[src/rtl/morra_pkg.sv]
// Shared types for the Morracinese game path: move encoding, collector states
// and the manche base count added to the manchemax code.
package morra_pkg;

  typedef enum logic [1:0] {
    MV_NONE    = 2'b00,
    MV_SASSO   = 2'b01,
    MV_CARTA   = 2'b10,
    MV_FORBICE = 2'b11
  } move_t;

  typedef enum logic [2:0] {
    ST_IDLE,
    ST_CFG,
    ST_COLLECT,
    ST_ISSUE,
    ST_RESULT,
    ST_DONE
  } collector_state_t;

  // A game configured with code cfg_max plays cfg_max + MANCHE_BASE manches.
  localparam int unsigned MANCHE_BASE = 4;

  function automatic logic is_move(input logic [1:0] m);
    return m != MV_NONE;
  endfunction

endpackage

[src/rtl/move_collector_if.sv]
// Player-side valid/ready handshake of the move collector, one channel per player.
// Players drive through the master modport; the collector uses the slave modport.
interface move_collector_if;
  logic       p1_valid;
  logic [1:0] p1_move;
  logic       p1_ready;
  logic       p2_valid;
  logic [1:0] p2_move;
  logic       p2_ready;

  modport master (output p1_valid, p1_move, p2_valid, p2_move,
                  input  p1_ready, p2_ready);
  modport slave  (input  p1_valid, p1_move, p2_valid, p2_move,
                  output p1_ready, p2_ready);
endinterface

[src/rtl/move_slot.sv]
// One player's move slot: holds a single captured move, drops ready while full,
// and never captures the 00 code.
module move_slot
  import morra_pkg::*;
(
  input  logic       clk,
  input  logic       reset,
  input  logic       enable,
  input  logic       clear,
  input  logic       valid,
  input  logic [1:0] move,
  output logic       ready,
  output logic       capture,
  output logic       full,
  output logic [1:0] value
);

  assign ready   = enable && !full;
  assign capture = valid && ready && is_move(move) && !clear;

  // NOTE: sequential state is written with non-blocking assignments only, so
  // every flop samples the pre-edge values of its neighbours.
  always_ff @(posedge clk) begin
    if (!reset || clear) begin
      full  <= 1'b0;
      value <= MV_NONE;
    end else if (capture) begin
      full  <= 1'b1;
      value <= move;
    end
  end

endmodule

[src/rtl/move_collector.sv]
// Front-end of the Morracinese game: configures the game, pairs one move per
// player into a round, and stops once the game reports a result. MOVE_TIMEOUT_EN adds a forfeit timer.
module move_collector
  import morra_pkg::*;
#(
  parameter int CNT_W = 5
`ifdef MOVE_TIMEOUT_EN
  , parameter int TIMEOUT_CYCLES = 1000
`endif
) (
  input  logic                 clk,
  input  logic                 reset,
  input  logic                 start,
  input  logic [3:0]           cfg_max,
  move_collector_if.slave      mv,
  input  logic [1:0]           partita_in,
  output logic                 game_reset,
  output logic [1:0]           g1,
  output logic [1:0]           g2,
  output logic                 round_strobe,
  output logic                 busy,
  output logic                 done,
  output logic [CNT_W-1:0]     round_cnt,
  output logic                 timeout_flag
);

  collector_state_t state, state_nxt;
  logic [3:0] cfg_q;
  logic       collect, in_game, clear_slots, tmo_hit, both_next;
  logic       cap1, cap2, full1, full2;
  logic [1:0] slot1, slot2;

  assign collect     = (state == ST_COLLECT);
  assign in_game     = (state == ST_COLLECT) || (state == ST_ISSUE) || (state == ST_RESULT);
  // An abort must beat a same-cycle capture, so start clears the slots directly.
  assign clear_slots = (state == ST_ISSUE) || (start && in_game);

  move_slot u_slot1 (
    .clk(clk), .reset(reset), .enable(collect), .clear(clear_slots),
    .valid(mv.p1_valid), .move(mv.p1_move), .ready(mv.p1_ready),
    .capture(cap1), .full(full1), .value(slot1)
  );

  move_slot u_slot2 (
    .clk(clk), .reset(reset), .enable(collect), .clear(clear_slots),
    .valid(mv.p2_valid), .move(mv.p2_move), .ready(mv.p2_ready),
    .capture(cap2), .full(full2), .value(slot2)
  );

  assign both_next = (full1 || cap1) && (full2 || cap2);

`ifdef MOVE_TIMEOUT_EN
  localparam int TW = $clog2(TIMEOUT_CYCLES + 1);
  logic [TW-1:0] tmo_cnt;

  // Counts the cycles the second player has had; any cycle outside the
  // one-slot-full COLLECT window (ISSUE, start, reset) returns it to zero.
  always_ff @(posedge clk) begin
    if (!reset || start || !(collect && (full1 ^ full2)))
      tmo_cnt <= '0;
    else
      tmo_cnt <= tmo_cnt + TW'(1);
  end

  assign tmo_hit      = collect && (full1 ^ full2) && (tmo_cnt == TW'(TIMEOUT_CYCLES - 1));
  assign timeout_flag = (state == ST_ISSUE) && !(full1 && full2);
`else
  assign tmo_hit      = 1'b0;
  assign timeout_flag = 1'b0;
`endif

  always_ff @(posedge clk) begin
    if (!reset) begin
      state     <= ST_IDLE;
      cfg_q     <= '0;
      round_cnt <= '0;
    end else begin
      state <= state_nxt;
      if (start)
        cfg_q <= cfg_max;
      if (state == ST_CFG)
        round_cnt <= '0;
      else if (state == ST_ISSUE && round_cnt != '1)
        round_cnt <= round_cnt + CNT_W'(1);
    end
  end

  // NOTE: every output of this block gets a default first, so no path through
  // the case statement can infer a latch.
  always_comb begin
    state_nxt    = state;
    game_reset   = 1'b0;
    g1           = MV_NONE;
    g2           = MV_NONE;
    round_strobe = 1'b0;
    unique case (state)
      ST_IDLE: begin
        game_reset = 1'b1;
        if (start) state_nxt = ST_CFG;
      end
      ST_CFG: begin
        game_reset = 1'b1;
        g1         = cfg_q[3:2];
        g2         = cfg_q[1:0];
        state_nxt  = start ? ST_CFG : ST_COLLECT;
      end
      ST_COLLECT: begin
        if (start)                     state_nxt = ST_CFG;
        else if (both_next || tmo_hit) state_nxt = ST_ISSUE;
      end
      ST_ISSUE: begin
        g1           = slot1;
        g2           = slot2;
        round_strobe = 1'b1;
        state_nxt    = start ? ST_CFG : ST_RESULT;
      end
      ST_RESULT: begin
        if (start)                   state_nxt = ST_CFG;
        else if (partita_in != 2'b00) state_nxt = ST_DONE;
        else                         state_nxt = ST_COLLECT;
      end
      ST_DONE: begin
        if (start) state_nxt = ST_CFG;
      end
      default: state_nxt = ST_IDLE;
    endcase
  end

  assign busy = (state != ST_IDLE) && (state != ST_DONE);
  assign done = (state == ST_DONE);

endmodule

[src/flat_wrapper.sv]
// flat-port wrapper written by rule: the top's interface ports become plain ports
module move_collector_flat import morra_pkg::*;
#(
  parameter int CNT_W = 5

)
  (clk, reset, start, cfg_max, partita_in, game_reset, g1, g2, round_strobe, busy, done, round_cnt, timeout_flag, mv_p1_valid, mv_p1_move, mv_p2_valid, mv_p2_move, mv_p1_ready, mv_p2_ready);
  move_collector_if mv_i ();
  input  logic clk;
  input  logic reset;
  input  logic start;
  input  logic [3:0] cfg_max;
  input  logic [1:0] partita_in;
  output logic game_reset;
  output logic [1:0] g1;
  output logic [1:0] g2;
  output logic round_strobe;
  output logic busy;
  output logic done;
  output logic [CNT_W-1:0] round_cnt;
  output logic timeout_flag;
  input wire logic [$bits(mv_i.p1_valid)-1:0] mv_p1_valid;
  input wire logic [$bits(mv_i.p1_move)-1:0] mv_p1_move;
  input wire logic [$bits(mv_i.p2_valid)-1:0] mv_p2_valid;
  input wire logic [$bits(mv_i.p2_move)-1:0] mv_p2_move;
  output wire logic [$bits(mv_i.p1_ready)-1:0] mv_p1_ready;
  output wire logic [$bits(mv_i.p2_ready)-1:0] mv_p2_ready;
  assign mv_i.p1_valid = mv_p1_valid;
  assign mv_i.p1_move = mv_p1_move;
  assign mv_i.p2_valid = mv_p2_valid;
  assign mv_i.p2_move = mv_p2_move;
  assign mv_p1_ready = mv_i.p1_ready;
  assign mv_p2_ready = mv_i.p2_ready;
  move_collector #(.CNT_W(CNT_W)) u_core (.clk(clk), .reset(reset), .start(start), .cfg_max(cfg_max), .mv(mv_i), .partita_in(partita_in), .game_reset(game_reset), .g1(g1), .g2(g2), .round_strobe(round_strobe), .busy(busy), .done(done), .round_cnt(round_cnt), .timeout_flag(timeout_flag));
endmodule
[config.mk]
export PLATFORM = sky130hd
export DESIGN_NAME = move_collector_flat
export DESIGN_NICKNAME = d
export VERILOG_FILES = /design/src/rtl/morra_pkg.sv /design/src/rtl/move_collector_if.sv /design/src/rtl/move_slot.sv /design/src/rtl/move_collector.sv /design/src/flat_wrapper.sv
export SDC_FILE = /design/constraint.sdc
export NUM_CORES = 1
export LEC_CHECK = 0
export CORE_MARGIN = 2
export CORE_UTILIZATION = 49
export DETAILED_ROUTE_END_ITERATION = 8
export PLACE_DENSITY = 0.89
export SLEW_MARGIN = 20
export SYNTH_ARGS = -nofsm -noshare
export SYNTH_HDL_FRONTEND = slang
export SYNTH_HIERARCHICAL = 1
export SYNTH_SLANG_ARGS = --single-unit
export TNS_END_PERCENT = 30
[constraint.sdc]
create_clock -name clk -period 3.1 [get_ports clk]
set_input_delay 0.62 -clock clk [delete_from_list [all_inputs] [get_ports clk]]
set_output_delay 0.62 -clock clk [all_outputs]
set_load 0.005 [all_outputs]
==> out/metrics.json, run 1 <==
{
  "clock-root-buffer": "clkbuf_4",
  "postSynthAreaPerCell_um2": 8.76,
  "pin_count": 31,
  "status": "finished clean",
  "timing.setup.tns_ns": 0,
  "worst_skew_pair.late_latency_ns": 0.29,
  "worstMarginPinSlew_ns": 0.498,
  "overflow": 0,
  "setup_viol": 0,
  "core_area_um2": 1980,
  "busiest_layer": "met2",
  "nNetsFinal": 167,
  "number_of_clock_buffers_inserted_by_tritoncts": 3,
  "crit_start": "u_core/state[2]",
  "numPortBuffers": 29,
  "global_route.usage.total": 0.211,
  "ctsResizeCount": 0,
  "timing.rr.end": "u_core/state[0]",
  "initialDrtViolationCount": 16,
  "report.final.hold_viol_count": 0,
  "r2r_cells": 9,
  "gr-usage-met1": 0.238,
  "area_taken_by_multi_input_logic_gates_um2": 642,
  "floorplan.die_area_um2": 2510,
  "htreeDepth": 1,
  "clk_pin_slew_worst_paths_ns": 0.09,
  "worst_ep_required_time_ns": 2.48,
  "holdCritPathClass": "reg -> reg",
  "rsz_0062_raised_after_global_routing": "no",
  "total_leakage_power_nw": 0.501,
  "numClockSinks": 18,
  "avgRoutedWirePerCell_um": 13.6,
  "drtPass1Iterations": 4,
  "synth_area_um2": 1040,
  "ys_ff_latch": 18,
  "grt_pass1_vias": 936,
  "worst_ir_drop_vdd_v": 0.000274,
  "final_max_slew_viol_count": 0,
  "initial_core_util": 0.526,
  "proportion_of_synthesized_chip_area_in_sequential_cells": 0.346,
  "layout_min_cycle_time_ns": 2.50,
  "clock.fmax_ghz": 0.400,
  "period_share": 0.805,
  "timing.slew.headroom": 0.667,
  "n_antenna_cell": 0,
  "cp_slowest_cell": "clkdlybuf4s50_1",
  "cts.path.max_buffers": 2,
  "hold_path.startpoint": "u_core/u_slot2/value[1]",
  "met3_usage": 0.0424,
  "powerDensity_nw_per_um2": 346,
  "grt_antenna_before_repair": 0,
  "detail-route-antenna-nets": 0,
  "synth_warnings": 6,
  "critical_path.reg2reg.startpoint": "u_core/state[2]",
  "path_max_fanout": 9,
  "hold-path-endpoint": "u_core/u_slot2/value[1]",
  "timing.critical_path.to_type": "output pin",
  "crit_chain": "nand2b_1 > nor2_1 > nor2b_1 > clkdlybuf4s50_1",
  "fin_worst_skew_ns": 0.00423,
  "holdPathStages": 2,
  "cpPeakStageDelay_ns": 0.51,
  "vias": 956,
  "largest_delay_share_family_worst_path": "simple AND/OR/NAND/NOR gates",
  "std_cell_rows": 16,
  "gr-usage-met2": 0.373,
  "dp_hpwl_um": 1860,
  "synthesis.instances": 119,
  "wire_length_of_the_first_global_routing_pass_um": 4000,
  "setup.reg_to_reg.worst_slack_ns": 1.14,
  "setup_ws_ns": 0.603,
  "die_w_um": 50.1,
  "filler_cell_count": 162,
  "maxCapViolCount": 0,
  "totalWireLength_um": 2370,
  "dr_drc_count": 0,
  "crit_type": "reg -> out",
  "cp_data_arrival_time_ns": 1.88,
  "postSynthNetCount": 136,
  "layout-area-overhead-vs-synth_pct": 31.6,
  "grt_start_max_net_pins": 14,
  "vertical_die_dimension_um": 50.1,
  "tritoncts_clock_tree": "done",
  "worstPathBufferInverterCount": 1,
  "vias_per_cell": 5.46,
  "setup_buffers_after_cts": 0,
  "synth_cell_types": 35,
  "startpoint_type": "register",
  "layout-drive-gt1-share": 0.122,
  "register_area_um2": 360,
  "post-place-ws_ns": 0.789,
  "cts_hold_buffers": 0,
  "globalplace.congestion": 0.852
}
-- sequential cells by signal (all words and copies together) (netlist names) --
register / cells
u_core/round_cnt: 5
u_core/cfg_q: 4
u_core/state: 3
u_core/u_slot1/value: 2
u_core/u_slot2/value: 2
u_core/u_slot1/full: 1
u_core/u_slot2/full: 1
-- area by class of cell --
| type | instances | area share |
|---|---|---|
| Inverter | 2 | 0.00547 |
| Timing Repair Buffer | 31 | 0.223 |
| Multi-Input combinational cell | 94 | 0.468 |
| Tap cell | 27 | 0.0246 |
| Clock buffer | 3 | 0.0164 |
| Sequential cell | 18 | 0.263 |
-- metal layers --
metal	routed length (um)	vias to the layer above
met3	110	5
met1	1010	444
met4	45	0
li1	-	478
met2	1210	29
met5	0	-
-- placed cells by master (no fill, tap or decap), drive strengths merged --
cell type | Yosys | routed
mux2i | 9 | 9
or3 | 1 | 1
conb | 1 | 1
o21ai | 9 | 9
o21a | 5 | 5
o311ai | 1 | 1
nand3b | 1 | 1
nand4b | 2 | 2
and3 | 2 | 2
a31oi | 1 | 1
a21oi | 5 | 5
dfxtp | 18 | 18
nand2b | 5 | 5
a21o | 1 | 1
and4bb | 2 | 2
inv | 2 | 2
buf | 5 | 2
clkbuf | 0 | 3
a22oi | 1 | 1
ha | 2 | 2
a32oi | 1 | 1
xor2 | 1 | 1
nand2 | 7 | 7
nand3 | 8 | 8
and2 | 1 | 1
nor2b | 3 | 3
nor2 | 16 | 16
nor3 | 6 | 6
clkdlybuf4s50 | 0 | 29
and2b | 3 | 3
-- through the flow --
step	instance area (um2)	std cells	utilization	hold WS, ns	total power, W
finish	1370	175	0.692	0.477	0.000475
global route	1370	175	0.692	0.507	0.000501
CTS	1370	175	0.692	0.477	0.000478
detailed placement	1350	172	0.681	0.466	0.000367
global placement	1350	172	0.681	0.467	0.000362
floorplan	1040	119	-	0.436	0.000320
-- synth_stat cells (all sizes together) --
cell    number  share of area
a21o         1         0.0072
a21oi        5          0.028
a22oi        1         0.0072
a31oi        1         0.0060
a32oi        1         0.0084
and2         1         0.0060
and2b        3          0.024
and3         2          0.012
and4bb       2          0.031
buf          5          0.031
conb         1         0.0036
dfxtp       18           0.35
ha           2          0.024
inv          2         0.0072
mux2i        9          0.086
nand2        7          0.025
nand2b       5          0.037
nand3        8          0.038
nand3b       1         0.0072
nand4b       2          0.017
nor2        16          0.058
nor2b        3          0.018
nor3         6          0.043
o21a         5          0.050
o21ai        9          0.043
o311ai       1          0.016
or3          1          0.011
xor2         1         0.0084
-- worst min-delay path, cell delays in order, from the launching register on --
cell	delay, ns
dfxtp_1	0.33
nand2_1	0.05
o21ai_0	0.06
-- power by group --
part           switching [W]  leakage, nW  total (W)  internal [W]
Clock              0.0000681       0.0138   0.000113     0.0000453
Combinational      0.0000494        0.341   0.000110     0.0000602
Sequential         0.0000129        0.146   0.000252      0.000239
-- kinds of logic after synthesis --
logic type               Yosys count  share of synthesized area
AND/OR/NAND/NOR                   57                      0.328
other                              1                    0.00360
flip-flops                        18                      0.346
AO/OA/AOI/OAI                     24                      0.166
XOR/XNOR                           1                    0.00840
buffers and inverters              7                     0.0384
adder cells (fa/ha/maj)            2                     0.0240
multiplexers                       9                     0.0864
-- how the worst max path moves through the flow --
stage / endpoint / slack [ns] / cells after the start
after global placement: u_core/state[0] / 0.83 / 8
after detailed placement: u_core/state[0] / 0.79 / 8
final: mv_p1_ready / 0.60 / 4
after CTS: mv_p1_ready / 0.58 / 4
after floorplan: u_core/state[0] / 1.16 / 8
after global routing: mv_p1_ready / 0.47 / 4
No activity file was read; power rests on OpenSTA's default activity.
==> run 2: changes to the inputs <==
--- a/config.mk
+++ b/config.mk
@@ -5,10 +5,11 @@
 export SDC_FILE = /design/constraint.sdc
 export NUM_CORES = 1
 export LEC_CHECK = 0
+export CORE_ASPECT_RATIO = 1.75
 export CORE_MARGIN = 2
-export CORE_UTILIZATION = 49
+export CORE_UTILIZATION = 41
 export DETAILED_ROUTE_END_ITERATION = 8
-export PLACE_DENSITY = 0.89
+export PLACE_DENSITY = 0.8
 export SLEW_MARGIN = 20
 export SYNTH_ARGS = -nofsm -noshare
 export SYNTH_HDL_FRONTEND = slang
==> constraint.sdc (replaced) <==
create_clock -name clk -period 2.1 [get_ports clk]
set_input_delay 0.42 -clock clk [delete_from_list [all_inputs] [get_ports clk]]
set_output_delay 0.42 -clock clk [all_outputs]
set_load 0.005 [all_outputs]
==> out/metrics.json, run 2 (synthesized netlist as in run 1, its figures left out) <==
{
  "path_max_fanout": {"value": 13, "change": "+4"},
  "clock_power_share": {"value": 0.344, "change": "+0.105"},
  "post-route-util": {"value": 0.586, "change": "-0.106"},
  "fin_worst_hold_slack": {"value": 0.485, "unit": "ns", "change": "+0.00876 ns"},
  "register_area": {"value": 364, "unit": "um2", "change": "+1.0%"},
  "globalplace.congestion": {"value": 0.833, "change": "-2.2%"},
  "vias_per_cell": {"value": 5.40, "change": "-1.1%"},
  "seq_power_share": {"value": 0.452, "change": "-0.079"},
  "worstPathBufferInverterCount": {"value": 2, "change": "+1"},
  "r2r_cells": {"value": 9, "change": "unchanged"},
  "switching_power": {"value": 0.000212, "unit": "W", "change": "+63%"},
  "clk_pin_slew_worst_paths": {"value": 0.07, "unit": "ns", "change": "-0.02 ns"},
  "timing.critical_path.to_type": "output pin",
  "layout_min_cycle_time_ns": 2.00,
  "period_share": 0.953,
  "finish.instance_area": {"value": 1440, "unit": "um2", "change": "+5.2%"},
  "report.final.hold_viol_count": {"value": 0, "change": "unchanged"},
  "busiest_layer": "met2",
  "timing.rr.end": "u_core/state[0]",
  "holdPathStages": {"value": 2, "change": "unchanged"},
  "dp_hpwl": {"value": 1940, "unit": "um", "change": "+3.8%"},
  "htreeDepth": {"value": 1, "change": "unchanged"},
  "status": "finished clean",
  "numClockSinks": {"value": 18, "change": "unchanged"},
  "netSwitchingFraction": {"value": 0.257, "change": "-0.0176"},
  "n_antenna_cell": {"value": 0, "change": "unchanged"},
  "wire_length_of_the_first_global_routing_pass": {"value": 4020, "unit": "um", "change": "+0.50%"},
  "setup.reg_to_reg.worst_slack": {"value": 0.22, "unit": "ns", "change": "-0.92 ns"},
  "overflow": {"value": 0, "change": "unchanged"},
  "avgRoutedWirePerCell": {"value": 13.9, "unit": "um", "change": "+2.7%"},
  "std_cell_rows": {"value": 24, "change": "+8"},
  "grt_antenna_before_repair": {"value": 0, "change": "unchanged"},
  "die_w": {"value": 42.1, "unit": "um", "change": "-16%"},
  "finalPower": {"value": 0.000826, "unit": "W", "change": "+74%"},
  "cts.path.max_buffers": {"value": 2, "change": "unchanged"},
  "gr-usage-met2": {"value": 0.318, "change": "-0.0551"},
  "nNetsFinal": {"value": 169, "change": "+1.2%"},
  "setup_viol": {"value": 0, "change": "unchanged"},
  "grt_pass1_vias": {"value": 967, "change": "+3.3%"},
  "initialDrtViolationCount": {"value": 25, "change": "+9"},
  "fin_worst_skew": {"value": 0.00244, "unit": "ns", "change": "-0.00178 ns"},
  "layout-drive-gt1-share": {"value": 0.185, "change": "+0.0638"},
  "final_common_cell": "clkdlybuf4s50_1",
  "grt_start_max_net_pins": {"value": 14, "change": "unchanged"},
  "filler_cell_count": {"value": 216, "change": "+33%"},
  "comb_power_share": {"value": 0.204, "change": "-0.027"},
  "maxCapViolCount": {"value": 0, "change": "unchanged"},
  "initial_core_util": {"value": 0.423, "change": "-0.103"},
  "vias": {"value": 956, "change": "unchanged"},
  "number_of_clock_buffers_inserted_by_tritoncts": {"value": 3, "change": "unchanged"},
  "area_taken_by_multi_input_logic_gates": {"value": 657, "unit": "um2", "change": "+2.3%"},
  "cp_slowest_cell": "clkdlybuf4s50_1",
  "startpoint_type": "register",
  "hold_path.startpoint": "u_core/u_slot1/value[1]",
  "p_int": {"value": 0.000614, "unit": "W", "change": "+78%"},
  "gr-usage-met1": {"value": 0.172, "change": "-0.0661"},
  "worst_ir_drop_vdd": {"value": 0.000334, "unit": "V", "change": "+22%"},
  "placedInstanceArea": {"value": 1360, "unit": "um2", "change": "+1.0%"},
  "crit_type": "reg -> out",
  "totalWireLength": {"value": 2470, "unit": "um", "change": "+3.9%"},
  "cts_hold_buffers": {"value": 0, "change": "unchanged"},
  "holdCritPathClass": "reg -> reg",
  "setup_buffers_after_cts": {"value": 0, "change": "unchanged"},
  "met3_usage": {"value": 0.0383, "change": "-0.00416"},
  "largest_reg_flops": {"value": 5, "change": "unchanged"},
  "worst_ep_required_time": {"value": 1.68, "unit": "ns", "change": "-0.80 ns"},
  "numPortBuffers": {"value": 29, "change": "unchanged"},
  "worst_skew_pair.late_latency": {"value": 0.25, "unit": "ns", "change": "-0.04 ns"},
  "drtPass1Iterations": {"value": 4, "change": "unchanged"},
  "rsz_0062_raised_after_global_routing": "no",
  "total_leakage_power": {"value": 0.546, "unit": "nW", "change": "+9.0%"},
  "powerDensity": {"value": 572, "unit": "nW/um2", "change": "+65%"},
  "hold-path-endpoint": "u_core/u_slot1/value[1]",
  "most-common-layout-cells": "28 x clkdlybuf4s50_1, 15 x dfxtp_1, 13 x nor2_1",
  "final_max_slew_viol_count": {"value": 0, "change": "unchanged"},
  "clock-root-buffer": "clkbuf_8",
  "cpPeakStageDelay": {"value": 0.51, "unit": "ns", "change": "about the same"},
  "floorplan.die_area": {"value": 2980, "unit": "um2", "change": "+19%"},
  "clock.fmax_ghz": 0.500,
  "largest_register_by_flop_count": "u_core/round_cnt",
  "largest_delay_share_family_worst_path": "buffers and inverters",
  "dr_drc_count": {"value": 0, "change": "unchanged"},
  "cp_data_arrival_time": {"value": 1.58, "unit": "ns", "change": "-0.30 ns"},
  "critical_path.reg2reg.startpoint": "u_core/state[1]",
  "crit_chain": "buf_4 > nand2b_4 > nor2_1 > clkdlybuf4s50_1",
  "core_area": {"value": 2460, "unit": "um2", "change": "+24%"},
  "layout-area-overhead-vs-synth_pct": 38.4,
  "detail-route-antenna-nets": {"value": 0, "change": "unchanged"},
  "vertical_die_dimension": {"value": 70.7, "unit": "um", "change": "+41%"},
  "tritoncts_clock_tree": "done",
  "top_registers": "u_core/round_cnt x5, u_core/cfg_q x4, u_core/state x3",
  "global_route.usage.total": {"value": 0.171, "change": "-0.0392"},
  "pin_count": {"value": 31, "change": "unchanged"}
}
## run 2: changes by cell type in the layout (fill, tap and decap cells not counted), moves of 3 or more
cell      delta
clkbuf_4     -3
clkbuf_8     +4
dfxtp_1      -3
dfxtp_2      +3
nor2_1       -3
nor2_2       +3
## run 2: worst max-delay path by stage
stage                            to            start  cells after the start  slack (ns)
floorplan           u_core/state[0]            start                      8        0.36
global route                  g2[1]  u_core/state[2]                      4        0.01
CTS                     mv_p2_ready  u_core/state[2]                      4        0.04
finish                        g2[1]  u_core/state[2]                      4         0.1
global placement    u_core/state[0]            start                      8        0.01
detailed placement  u_core/state[0]            start                      8       -0.04
## run 2: timing repair
action	4_1_cts	5_1_grt
gates resized for setup	2	7
setup endpoints to repair	6	5
pin swaps	0	1
## run 2: final cells by class
class	instances	area share
repair buffers	33	0.226
well taps	26	0.0225
flip-flops and latches	18	0.252
inverters	2	0.00520
multi-input cells	94	0.455
clock buffers	4	0.0382
## run 2: metrics by stage
stage / instances / TNS [ns] / worst slack (ns)
global route: 177 / 0 / 0.0119
global placement: 173 / 0 / 0.0103
detailed placement: 173 / -0.0407 / -0.0407
finish: 177 / 0 / 0.0991
floorplan: 119 / 0 / 0.360
CTS: 177 / 0 / 0.0400
## run 2: per-layer routing
metal | vias up | share of wire
li1 | 484 | -
met4 | 0 | 0.019
met2 | 27 | 0.54
met1 | 441 | 0.41
met3 | 4 | 0.037
met5 | - | 0
## run 2: power by group through the flow
stage / combinational [W] / sequential (W) / clock (W)
floorplan: 0.000102 / 0.000370 / 0
global placement: 0.000161 / 0.000377 / 0
detailed placement: 0.000165 / 0.000378 / 0
CTS: 0.000166 / 0.000371 / 0.000291
global route: 0.000184 / 0.000374 / 0.000300
finish: 0.000168 / 0.000373 / 0.000284
## run 2: worst register-to-register path: stages, from the launching register on
cell	delay, ns
dfxtp_2	0.35
nand2b_1	0.18
o21ai_1	0.13
o21a_1	0.19
and4bb_4	0.26
o21a_4	0.12
nor2_1	0.15
nor3_2	0.06
nor3_2	0.16
mux2i_1	0.20
